**src/rtl/hs_multi_source.sv**
```systemverilog
// hs_multi_source
//
// Round-robin arbiter that picks one of NUM_CH valid/ready source channels, captures its
// payload and hands it to a CDC pulse synchroniser as a one-cycle xfer_req. The block then
// waits for the synchronised xfer_ack before it accepts the next channel.
//
// Optional feature (macro HS_MULTI_SOURCE_TIMEOUT_EN):
//   When defined, a wait counter limits the time spent in WAIT_ACK to TIMEOUT_CYCLES. On
//   expiry it pulses timeout_err and returns to IDLE. When undefined, there is no counter,
//   timeout_err is tied low and WAIT_ACK waits indefinitely.
//
// Ports:
//   clk          in   sole clock, rising edge
//   rst          in   synchronous active-high reset
//   ch_valid     in   [NUM_CH]            per-channel request
//   ch_data      in   [NUM_CH*DATA_WIDTH] channel i payload at [i*DATA_WIDTH +: DATA_WIDTH]
//   ch_ready     out  [NUM_CH]            combinational accept strobe, at most one bit high
//   xfer_req     out                      one-cycle send pulse (SEND state)
//   xfer_data    out  [DATA_WIDTH]        captured payload, changes only on accept
//   xfer_ch      out  [CH_W]              index of the captured channel
//   xfer_ack     in                       ack pulse, already synchronised into clk
//   busy         out                      high whenever the FSM is not IDLE
//   timeout_err  out                      one-cycle pulse on ack timeout
module hs_multi_source #(
   parameter int unsigned DATA_WIDTH     = 4,
   parameter int unsigned NUM_CH         = 4,
   parameter int unsigned TIMEOUT_CYCLES = 255,
   localparam int unsigned CH_W          = (NUM_CH > 1) ? $clog2(NUM_CH) : 1
) (
   input  logic                         clk,
   input  logic                         rst,
   input  logic [NUM_CH-1:0]            ch_valid,
   input  logic [NUM_CH*DATA_WIDTH-1:0] ch_data,
   output logic [NUM_CH-1:0]            ch_ready,
   output logic                         xfer_req,
   output logic [DATA_WIDTH-1:0]        xfer_data,
   output logic [CH_W-1:0]              xfer_ch,
   input  logic                         xfer_ack,
   output logic                         busy,
   output logic                         timeout_err
);

   typedef enum logic [1:0] {
      StIdle    = 2'd0,
      StSend    = 2'd1,
      StWaitAck = 2'd2
   } state_e;

   state_e                state_q, state_d;
   logic [CH_W-1:0]       rr_ptr_q, rr_ptr_d;
   logic [DATA_WIDTH-1:0] xfer_data_q, xfer_data_d;
   logic [CH_W-1:0]       xfer_ch_q, xfer_ch_d;

   // Grant search: first valid channel at or above rr_ptr, wrapping at NUM_CH-1.
   logic                  grant_found;
   logic [CH_W-1:0]       grant_idx;
   logic [CH_W:0]         cand;
   logic                  accept;

   always_comb begin
      grant_found = 1'b0;
      grant_idx   = '0;
      cand        = '0;
      for (int i = 0; i < int'(NUM_CH); i++) begin
         // One spare bit keeps rr_ptr + i from overflowing before the wrap.
         cand = {1'b0, rr_ptr_q} + (CH_W+1)'(i);
         if (cand >= (CH_W+1)'(NUM_CH)) begin
            cand = cand - (CH_W+1)'(NUM_CH);
         end
         if (!grant_found && ch_valid[cand[CH_W-1:0]]) begin
            grant_found = 1'b1;
            grant_idx   = cand[CH_W-1:0];
         end
      end
   end

   // ch_ready is held low during reset so nothing is accepted while rst is asserted.
   always_comb begin
      ch_ready = '0;
      if (state_q == StIdle && grant_found && !rst) begin
         ch_ready[grant_idx] = 1'b1;
      end
   end

   assign accept = |ch_ready;

`ifdef HS_MULTI_SOURCE_TIMEOUT_EN
   logic [15:0] wait_cnt_q, wait_cnt_d;
   logic        timeout_err_q, timeout_err_d;
`endif

   always_comb begin
      state_d     = state_q;
      rr_ptr_d    = rr_ptr_q;
      xfer_data_d = xfer_data_q;
      xfer_ch_d   = xfer_ch_q;
`ifdef HS_MULTI_SOURCE_TIMEOUT_EN
      wait_cnt_d    = wait_cnt_q;
      timeout_err_d = 1'b0;
`endif
      unique case (state_q)
         StIdle: begin
            if (accept) begin
               xfer_data_d = ch_data[int'(grant_idx)*DATA_WIDTH +: DATA_WIDTH];
               xfer_ch_d   = grant_idx;
               rr_ptr_d    = (grant_idx == CH_W'(NUM_CH-1)) ? '0 : grant_idx + CH_W'(1);
               state_d     = StSend;
            end
         end
         StSend: begin
            // Acks here belong to nothing in flight and are ignored.
            state_d = StWaitAck;
`ifdef HS_MULTI_SOURCE_TIMEOUT_EN
            wait_cnt_d = '0;
`endif
         end
         StWaitAck: begin
            if (xfer_ack) begin
               state_d = StIdle;
            end else begin
`ifdef HS_MULTI_SOURCE_TIMEOUT_EN
               wait_cnt_d = wait_cnt_q + 16'd1;
               // Counter reaches the limit at this edge; an ack in the same cycle wins above.
               if (wait_cnt_q == 16'(TIMEOUT_CYCLES - 1)) begin
                  timeout_err_d = 1'b1;
                  state_d       = StIdle;
               end
`endif
            end
         end
         default: begin
            state_d = StIdle;
         end
      endcase
   end

   always_ff @(posedge clk) begin
      if (rst) begin
         state_q     <= StIdle;
         rr_ptr_q    <= '0;
         xfer_data_q <= '0;
         xfer_ch_q   <= '0;
      end else begin
         state_q     <= state_d;
         rr_ptr_q    <= rr_ptr_d;
         xfer_data_q <= xfer_data_d;
         xfer_ch_q   <= xfer_ch_d;
      end
   end

`ifdef HS_MULTI_SOURCE_TIMEOUT_EN
   always_ff @(posedge clk) begin
      if (rst) begin
         wait_cnt_q    <= '0;
         timeout_err_q <= 1'b0;
      end else begin
         wait_cnt_q    <= wait_cnt_d;
         timeout_err_q <= timeout_err_d;
      end
   end

   assign timeout_err = timeout_err_q;
`else
   logic unused_timeout_cfg;
   assign unused_timeout_cfg = ^TIMEOUT_CYCLES;
   assign timeout_err        = 1'b0;
`endif

   // Gated by rst so a reset landing on the SEND cycle emits no pulse.
   assign xfer_req  = (state_q == StSend) && !rst;
   assign xfer_data = xfer_data_q;
   assign xfer_ch   = xfer_ch_q;
   assign busy      = (state_q != StIdle);

endmodule

```
**config.mk**
```make
export PLATFORM = sky130hd
export DESIGN_NAME = hs_multi_source
export DESIGN_NICKNAME = d
export VERILOG_FILES = /design/src/rtl/hs_multi_source.sv
export SDC_FILE = /design/constraint.sdc
export NUM_CORES = 1
export LEC_CHECK = 0
export ABC_CLOCK_PERIOD_IN_PS = 2900
export CAP_MARGIN = 0
export CELL_PAD_IN_SITES_DETAIL_PLACEMENT = 1
export CELL_PAD_IN_SITES_GLOBAL_PLACEMENT = 2
export CORE_MARGIN = 2
export CORE_UTILIZATION = 21
export CTS_CLUSTER_SIZE = 28
export DETAILED_ROUTE_END_ITERATION = 12
export GPL_ROUTABILITY_DRIVEN = 0
export PLACE_DENSITY_LB_ADDON = 0.1
export SETUP_SLACK_MARGIN = 0.2
export SLEW_MARGIN = 20
export SYNTH_ARGS = -nofsm -noshare
export SYNTH_HDL_FRONTEND = slang
export SYNTH_SLANG_ARGS = --single-unit
```
**constraint.sdc**
```tcl
create_clock -name clk -period 2.9 [get_ports clk]
set_clock_uncertainty 0.15 [all_clocks]
set_input_delay 0.29 -clock clk [delete_from_list [all_inputs] [get_ports clk]]
set_output_delay 0.29 -clock clk [all_outputs]
set_load 0.01 [all_outputs]
```
==> run_results.csv <==
group,metric,value,unit
outcome,run_status,"finished, final reports clean",
sta,finalSetupTns,0,ns
logic_synthesis,yosysSeqAreaShare,0.2888,
final_layout,final_cell_mix,"clkdlybuf4s50_1 (30), dfxtp_1 (10), mux2i_1 (9)",
hold_path,holdPathEnd,"state_q[1]",
placed_design,dp_cells,154,
logic_synthesis,synth_top_family_by_area,"simple AND/OR/NAND/NOR gates",
drt,vias_per_cell,4.120,
drt,drc_errors,0,
critical_path,slowest_stage,"clkdlybuf4s50_1",
final_layout,area_delta_synth_final,64.08,%
die,die_h,61.45,um
clock_tree,cts_tree,"yes",
final_layout,drive_gt1_frac,0.1754,
clock_tree,cts.sinks,10,
final_layout,multi_input_area,454.2,um^2
grt,antenna_found_initial,0,
drt,num_vias,651,
grt,grt_pass1_wl,3180,um
power_and_ir_drop,peakVddDrop,0.1982,mV
critical_path,required,2.46,ns
critical_path,cpMostUsedCell,"clkdlybuf4s50_1",
power_and_ir_drop,combPwrFrac,0.521,
clock_tree,numCtsBuffers,3,
critical_path,crit_family,"buffers and inverters",
drt,drtIter0Drc,18,
grt,grt_use_total,0.1161,
sta,hold_violations,0,
final_layout,filler_cell_count,383,
drt,wl_per_cell,11.69,um
die,io-pin-count,36,
final_layout,nets,140,
critical_path,r2r-start,"rr_ptr_q[0]",
power_and_ir_drop,power_leakage,0.4659,nW
power_and_ir_drop,switchingPower,0.1933,mW
clock_tree,cts_hold_buf,0,
die,rows,20,
die,fp.dieW,61.45,um
critical_path,arrival,2.16,ns
power_and_ir_drop,swShare,0.3383,
grt,grt_overflow,0,
sta,rsz0062_at_grt,"no",
final_layout,layout_commonest_cell,"clkdlybuf4s50_1",
logic_synthesis,syn_inst,75,
drt,firstDrtPassIters,4,
critical_path,path_max_fanout,12,
clock_tree,h-tree-depth,1,
power_and_ir_drop,p_int,0.3781,mW
logic_synthesis,synth-seq-cells,10,
final_layout,utilization,0.3665,
final_layout,post-route-cell-area,1137,um^2
power_and_ir_drop,p_seq_frac,0.318,
final_layout,regArea,200.2,um^2
logic_synthesis,netlist_area,693.2,um^2
critical_path,cpPeakStageDelay,0.54,ns
logic_synthesis,syn_nets,99,
grt,grt_pass1_vias,658,
logic_synthesis,yosysWarnings,0,
critical_path,cp-start-kind,"input pin",
die,initial_core_util,0.2234,
clock_tree,clk_path_buf_depth,2,
logic_synthesis,ys_types,29,
hold_path,min_path_cells,2,
final_layout,finalNonFillerCells,158,
critical_path,worst_r2r_path_depth,8,
critical_path,path_cells,"clkdlybuf4s50_1 > nor2b_1 > a221oi_4 > nor2_8 > buf_4 > nor2_1 > clkdlybuf4s50_1",
sta,setup_violations,0,
logic_synthesis,avgSynthCellArea,9.242,um^2
clock_tree,clk_root_buffer_cell,"clkbuf_4",
power_and_ir_drop,finalPower,0.5714,mW
flow_run,drv_cap,0,
sta,period_share,0.8965,
power_and_ir_drop,power_density,502.4,nW/um^2
die,coreArea,3103,um^2
die,die-area,3776,um^2
sta,period_minus_slack,2.600,ns
grt,grt_max_degree,13,
logic_synthesis,synth-simple-area-share,0.2383,
placed_design,placed_area,1092,um^2
hold_path,hold_path_class,"flip-flop to flip-flop",
critical_path,r2r_slack,0.73,ns
power_and_ir_drop,clkPwrFrac,0.161,
critical_path,r2r-end,"xfer_data[1]",
drt,drtAntennaViolNets,0,
logic_synthesis,synthMuxAreaShare,0.1949,
critical_path,crit_type,"input pin to output pin",
critical_path,critPathBufInv,3,
logic_synthesis,synthAdderAreaFrac,0.01805,
drt,routed_wl,1847,um
clock_tree,path_clk_slew,0.06,ns
placed_design,port_buffers,34,
hold_path,hp-start,"state_q[1]",
critical_path,end_kind,"output pin",
logic_synthesis,synth_xor_area_frac,0,
logic_synthesis,synth-compound-area-share,0.1751,
final_layout,n_antenna_cell,0,
clock_tree,clock_latency,0.25,ns
placed_design,dp_hpwl,1479,um
sta,drv_slew,0,
sta,fmax,384.6,MHz
-- power groups by stage --
| stage | Clock, mW | Sequential [mW] | Combinational [mW] |
|---|---|---|---|
| 3_3_place_gp | 0 | 0.185 | 0.294 |
| 4_1_cts | 0.0973 | 0.182 | 0.301 |
| 2_1_floorplan | 0 | 0.191 | 0.164 |
| 6_report | 0.0922 | 0.182 | 0.297 |
| 3_5_place_dp | 0 | 0.185 | 0.297 |
| 5_1_grt | 0.105 | 0.186 | 0.327 |
-- Yosys cell counts --
cell type,number,area (um^2)
o22ai_2,1,12.51
or3b_1,4,35.03
a211o_2,1,10.01
inv_2,1,3.750
a21oi_1,5,25.02
a311oi_2,1,15.01
buf_6,2,22.52
nor2_1,7,26.28
clkbuf_1,1,3.750
or2_1,1,6.260
o21ai_1,4,20.02
nor3_1,1,5.000
a221oi_2,1,15.01
mux2i_1,9,90.09
nand2_1,3,11.26
buf_4,1,7.510
inv_4,1,6.260
ha_1,1,12.51
inv_1,3,11.26
mux2_1,4,45.04
conb_1,1,3.750
nand2b_1,6,37.54
a211oi_1,1,7.510
and2_1,1,6.260
nor2b_1,1,6.260
nor2_8,1,20.02
nand2_4,1,11.26
o21ai_4,1,16.27
dfxtp_1,10,200.2
-- how the worst max path moves through the flow --
stage	from	to	slack (ns)	depth (start not counted)
after floorplan	rr_ptr_q[0]	xfer_data[0]	0.69	9
after global placement	ch_valid[1]	ch_ready[3]	0.16	7
after detailed placement	ch_valid[2]	ch_ready[1]	0.15	7
after CTS	ch_valid[1]	ch_ready[1]	0.24	7
after global routing	ch_valid[1]	ch_ready[0]	0.21	7
final	ch_valid[1]	ch_ready[0]	0.30	7
-- worst min-delay path, delay by kind of cell, from the launching register on --
| kind | cells | cell delay (ns) |
|---|---|---|
| flip-flops | 1 | 0.31 |
| AND/OR/NAND/NOR | 1 | 0.05 |
| AO/OA/AOI/OAI | 1 | 0.05 |
-- registers in the layout, indices dropped and copies added (netlist names) --
register   cells
rr_ptr_q       2
xfer_data      4
xfer_ch        2
state_q        2
-- layer usage --
metal  part of all wire  track usage  up-vias
met1               0.49       0.1515      303
met4             0.0070      0.03647        0
met2               0.47       0.1900       12
met3              0.040      0.02731        2
li1                   -            -      334
met5                  0            0        -
-- final cells by class --
type | instances | share of cell area
Multi-Input combinational cell | 56 | 0.3993
Timing Repair Buffer | 40 | 0.3377
Sequential cell | 10 | 0.1760
Tap cell | 44 | 0.04840
Clock buffer | 3 | 0.01980
Inverter | 5 | 0.01870
-- through the flow --
stage,hold WS (ns),setup WS (ns)
floorplan,0.2894,0.6915
global placement,0.2993,0.1562
detailed placement,0.3057,0.1512
CTS,0.3148,0.2401
global route,0.3363,0.2101
finish,0.3129,0.3002
-- cell families after synthesis --
logic type                 count (synthesis)
muxes                                     13
DFF                                       10
adders and majority gates                  1
and+or+nand+nor                           26
AOI/OAI and AO/OA                         15
buffers and inverters                      9
other                                      1
-- what timing repair did --
item / 4_1_cts / 5_1_grt
gates resized for setup: 4 / 3
endpoints found under the setup margin: 4 / 3
pin swaps: 0 / 1
endpoints found under the hold margin: 0 / 0
setup buffers: 0 / 1
Note: power is estimated with default switching activity, not from simulation.
